[config.mk]
export PLATFORM = sky130hd
export DESIGN_NAME = quadrature_step_generator
export DESIGN_NICKNAME = d
export VERILOG_FILES = /design/src/rtl/quadrature_step_generator.sv
export SDC_FILE = /design/constraint.sdc
export NUM_CORES = 1
export LEC_CHECK = 0
export CAP_MARGIN = 20
export CORE_UTILIZATION = 30
export CTS_BUF_LIST = sky130_fd_sc_hd__clkbuf_8
export DETAILED_ROUTE_END_ITERATION = 6
export PLACE_DENSITY = 0.55
export REMOVE_ABC_BUFFERS = 1
export SETUP_SLACK_MARGIN = 0.15
export SLEW_MARGIN = 20
export SYNTH_ARGS = -nofsm -noshare
export SYNTH_HDL_FRONTEND = slang
export SYNTH_SLANG_ARGS = --single-unit
export TNS_END_PERCENT = 20
[constraint.sdc]
create_clock -name clk -period 3.5 [get_ports clk]
set_clock_uncertainty 0.15 [all_clocks]
set_input_delay 0.7 -clock clk [delete_from_list [all_inputs] [get_ports clk]]
set_output_delay 0.7 -clock clk [all_outputs]
set_load 0.01 [all_outputs]
[src/rtl/quadrature_step_generator.sv]
// quadrature_step_generator
// Turns single-step requests into A/B quadrature edges with a guaranteed
// minimum dwell between edges. Up is (a,b) 00->10->11->01->00 and down is
// the reverse. Requests accumulate in a signed pending counter that drains
// one edge per STEP_DIV cycles.
//
// Optional feature macro: QUADGEN_DETENT_EN. When it is defined, each
// accepted request is one full detent (4 edges) instead of one edge.
//
// Ports:
//   clk         system clock, rising edge
//   rst         synchronous reset, active-high
//   step_valid  step request present
//   step_dir    1 = up, 0 = down
//   step_ready  request accepted when step_valid & step_ready (registered)
//   a, b        quadrature phases (registered)
//   position    net edges emitted, wraps modulo 2^COUNT_W (registered)
//   busy        pending accumulator non-zero (registered)
module quadrature_step_generator #(
  parameter int unsigned STEP_DIV = 1024,
  parameter int unsigned PEND_W   = 4,
  parameter int unsigned COUNT_W  = 8
) (
  input  logic               clk,
  input  logic               rst,
  input  logic               step_valid,
  input  logic               step_dir,
  output logic               step_ready,
  output logic               a,
  output logic               b,
  output logic [COUNT_W-1:0] position,
  output logic               busy
);

  localparam int unsigned DW    = $clog2(STEP_DIV);
  localparam int          MAX_I = (1 << (PEND_W - 1)) - 1;

`ifdef QUADGEN_DETENT_EN
  localparam int          UNIT_I = 4;
`else
  localparam int          UNIT_I = 1;
`endif

  localparam logic [DW-1:0]            DWELL_MAX = DW'(STEP_DIV - 1);
  localparam logic signed [PEND_W-1:0] UNIT_P    = PEND_W'(UNIT_I);
  localparam logic signed [PEND_W-1:0] ONE_P     = PEND_W'(1);
  localparam logic signed [PEND_W-1:0] POS_LIM   = PEND_W'(MAX_I - UNIT_I + 1);
  localparam logic signed [PEND_W-1:0] NEG_LIM   = PEND_W'(-(MAX_I - UNIT_I + 1));

  logic [1:0]               phase_q, phase_d;
  logic signed [PEND_W-1:0] pending_q, pending_d;
  logic [DW-1:0]            dwell_q, dwell_d;
  logic [COUNT_W-1:0]       position_q, position_d;
  logic                     ready_q, ready_d;
  logic                     busy_q, busy_d;

  logic                     accept;
  logic                     emit;
  logic                     emit_up;
  logic signed [PEND_W-1:0] accept_delta;
  logic signed [PEND_W-1:0] emit_delta;

  // Next-state: accept, emit and the combined pending update.
  always_comb begin
    phase_d      = phase_q;
    position_d   = position_q;
    dwell_d      = dwell_q;
    accept_delta = '0;
    emit_delta   = '0;

    accept  = step_valid && ready_q;
    emit    = (dwell_q == DWELL_MAX) && (pending_q != '0);
    emit_up = !pending_q[PEND_W-1];

    if (accept) begin
      accept_delta = step_dir ? UNIT_P : -UNIT_P;
    end

    if (dwell_q != DWELL_MAX) begin
      dwell_d = dwell_q + DW'(1);
    end

    if (emit) begin
      dwell_d = '0;
      if (emit_up) begin
        emit_delta = ONE_P;
        position_d = position_q + COUNT_W'(1);
        unique case (phase_q)
          2'b00:   phase_d = 2'b10;
          2'b10:   phase_d = 2'b11;
          2'b11:   phase_d = 2'b01;
          default: phase_d = 2'b00;
        endcase
      end else begin
        emit_delta = -ONE_P;
        position_d = position_q - COUNT_W'(1);
        unique case (phase_q)
          2'b00:   phase_d = 2'b01;
          2'b01:   phase_d = 2'b11;
          2'b11:   phase_d = 2'b10;
          default: phase_d = 2'b00;
        endcase
      end
    end

    pending_d = pending_q + accept_delta - emit_delta;
    busy_d    = (pending_d != '0);
    // Ready stays high only while one more full request still fits.
    ready_d   = (pending_d < POS_LIM) && (pending_d > NEG_LIM);
  end

  // State registers.
  always_ff @(posedge clk) begin
    if (rst) begin
      phase_q    <= 2'b00;
      pending_q  <= '0;
      dwell_q    <= DWELL_MAX;
      position_q <= '0;
      ready_q    <= 1'b1;
      busy_q     <= 1'b0;
    end else begin
      phase_q    <= phase_d;
      pending_q  <= pending_d;
      dwell_q    <= dwell_d;
      position_q <= position_d;
      ready_q    <= ready_d;
      busy_q     <= busy_d;
    end
  end

  assign a          = phase_q[1];
  assign b          = phase_q[0];
  assign position   = position_q;
  assign step_ready = ready_q;
  assign busy       = busy_q;

endmodule

==> reports/results.ini <==
[run_status]
status = complete, no violations

[clocking]
clk_pin_slew_ps = 100
cts_tree = yes
root_buffer = clkbuf_8
cts_buffers = 3
clockBufferDepth = 2
htreeDepth = 1
clkSinkCount = 26
insertion_delay_ps = 270

[routing]
top_layer = met4
wl_met3_um = 87
via_count = 1337
first_pass_iters = 4
initialDrtViolationCount = 53
antenna_left = 0
routed_wl_um = 3240
drc = 0
met1_length_um = 1640
via_per_inst = 4.86
avgRoutedWirePerCell_um = 11.8
met2WireLength_um = 1430

[pwr]
switching_share = 0.406
pwr-share-seq = 0.267
power_frac_comb = 0.628
switchingPower_uw = 771
finalPower_mw = 1.90
vdd_ir_drop_max_mv = 0.387
internal_power_mw = 1.13
power_density_nw_per_um2 = 954
clockPowerShare = 0.105
p_leak_nw = 0.821

[timing]
worst_pin_slew_ps = 328
period_needed_ps = 3160
slew_headroom = 0.781
timing.final.crit_share = 0.904
slew_viol_final = 0
rsz0062_at_grt = false
whs_ps = 327
setup_viol = 0
max_freq_mhz = 316
hold_viol = 0
finalSetupTns_ps = 0

[setup_path]
path_class = flop to flop
max_stage_delay_ps = 580
worstPathCellList = ha_4, and3_1, nand4_1, or2_1, inv_2, nand2_1, fa_1, fa_2, nand2_1, nor3_2, nand3_1, o2111a_1
end_kind = flop
crit_fanout = 4
cp_slowest_cell = fa_2
crit_top_cell = nand2_1
critPathRequiredTime_ps = 3520
crit_family = adder cells
critical_path_arrival_ps = 3190
start_kind = flop
crit_buf_inv = 1

[die]
num_io_pins = 16
die_h_um = 75.1
core_um2 = 5140
rows = 26
dieWidth_um = 75.1
start_util = 0.312
die-area_um2 = 5630

[yosys]
syn-cell-area_um2 = 1600
synthFlopType = dfxtp_1
yosys.cell_types.count = 44
synth_edf_count = 0
yosysTopAreaCell = dfxtp_1
synth_top_area_share = 0.325
synth.avg_cell_area_um2 = 8.75
synth_warnings = 0
synth_seq_cells = 26
postSynth.asyncResetShare = 0
yosysSeqAreaShare = 0.325
synthTopCellsByArea = dfxtp_1 33%, ha_1 8.6%, fa_1 5.0%, a21oi_1 4.1%, nor2_1 4.0%
syn_inst = 183

[cells_and_area]
nNetsFinal = 225
drive_above_1_share = 0.151
utilization = 0.387
final_cells = 275
diodes = 0
syn2layout_area_growth_pct = 24.3

[grt]
grt_max_degree = 31
grt_usage = 0.130
grt_pass1_wl_um = 5510
grt_pass1_vias = 1220
overflow = 0
antenna_found_initial = 0

[placement]
place_inst = 269
dpl.hpwl_um = 2340
io_buffers = 15
place_congestion = 0.769

[worst_hold_path]
hold_class = flop to flop

[job]
maxCapViolCount = 0

power by group through the flow:
| stage | Sequential (mW) | Combinational, mW | Clock [mW] |
|---|---|---|---|
| 4_1_cts | 0.502 | 1.08 | 0.206 |
| 5_1_grt | 0.524 | 1.33 | 0.217 |
| 3_3_place_gp | 0.509 | 1.03 | 0 |
| 6_report | 0.508 | 1.19 | 0.199 |
| 2_1_floorplan | 0.519 | 0.726 | 0 |
| 3_5_place_dp | 0.508 | 1.04 | 0 |
cells by family after synthesis:
kind of cell,after synthesis,synth area share
AO/OA/AOI/OAI,41,0.173
XOR/XNOR,9,0.0492
adder cells (fa/ha/maj),15,0.136
buffers and inverters,19,0.0547
flip-flops,26,0.325
multiplexers,3,0.0203
AND/OR/NAND/NOR,70,0.241
routing by layer:
layer | up-vias | track usage
met5 | - | 0
met4 | 0 | 0.0671
met3 | 7 | 0.0201
met2 | 23 | 0.198
met1 | 618 | 0.178
li1 | 689 | -
worst register-to-register path, stage by stage, from the launching register on:
cell and delay (ps):
dfxtp_2 380, ha_4 140, and3_1 170, nand4_1 130
or2_1 280, inv_2 60, nand2_1 80, fa_1 500
fa_2 580, nand2_1 70, nor3_2 200, nand3_1 100
o2111a_1 230
final cells by class:
class / instances / area [um^2]
Inverter: 12 / 45.0
Multi-Input combinational cell: 138 / 1050
Sequential cell: 26 / 523
Clock buffer: 4 / 55.1
Tap cell: 70 / 87.6
Fill cell: 559 / 3150
Timing Repair Buffer: 25 / 225
Yosys cell counts (2+ instances only):
cell / instances
nand2_1: 12
and3_1: 4
nor3_1: 3
nand3_1: 5
clkbuf_1: 4
fa_1: 4
o21a_1: 2
o21ai_0: 7
nand4_1: 4
a21o_1: 3
nor2b_1: 5
xor2_1: 3
a211o_1: 4
a21oi_1: 13
nor3b_1: 3
nor2_2: 2
a211oi_1: 4
dfxtp_1: 26
or3_1: 2
inv_1: 11
o211ai_1: 2
nand2b_1: 4
buf_6: 2
nor2_1: 17
nand3b_1: 3
xnor2_1: 6
ha_1: 11
state kept, by name, indices dropped and copies added (netlist names):
| name | cells |
|---|---|
| position | 8 |
| phase_q | 2 |
| dwell_q | 10 |
| busy | 1 |
| step_ready | 1 |
| pending_q | 4 |
cells in the final DEF, fill, tap and decap left out, drive strengths merged, types with 5 or more instances in the layout:
master and instances:
clkdlybuf4s50 15, ha 11, nand2 12, inv 12, nor2 19, buf 10, dfxtp 26, a21oi 13
o21ai 7, nor2b 5, xnor2 6, nand3 5
worst paths after layout:
kind	from	to	slack, ps	depth (start not counted)
max	dwell_q[1]$_SDFFE_PP1P_	step_ready$_SDFF_PP1_	340	12
min	position[5]$_SDFFE_PP0N_	position[5]$_SDFFE_PP0N_	330	2
max reg2reg	dwell_q[1]$_SDFFE_PP1P_	step_ready$_SDFF_PP1_	340	12
min reg2reg	position[5]$_SDFFE_PP0N_	position[5]$_SDFFE_PP0N_	330	2
timing repair:
action	CTS	global route
hold buffers	0	0
pin swaps	0	5
resized for setup	3	10
endpoints found under the setup margin	1	3
setup buffers	0	2
through the flow:
stage | worst slack [ps] | cell area, um^2
final | 335 | 1990
after global placement | 148 | 1860
after CTS | 192 | 1930
after detailed placement | 65.5 | 1860
after global routing | 159 | 1990
after floorplan | -156 | 1560
Power figures use the tool's default switching activity.
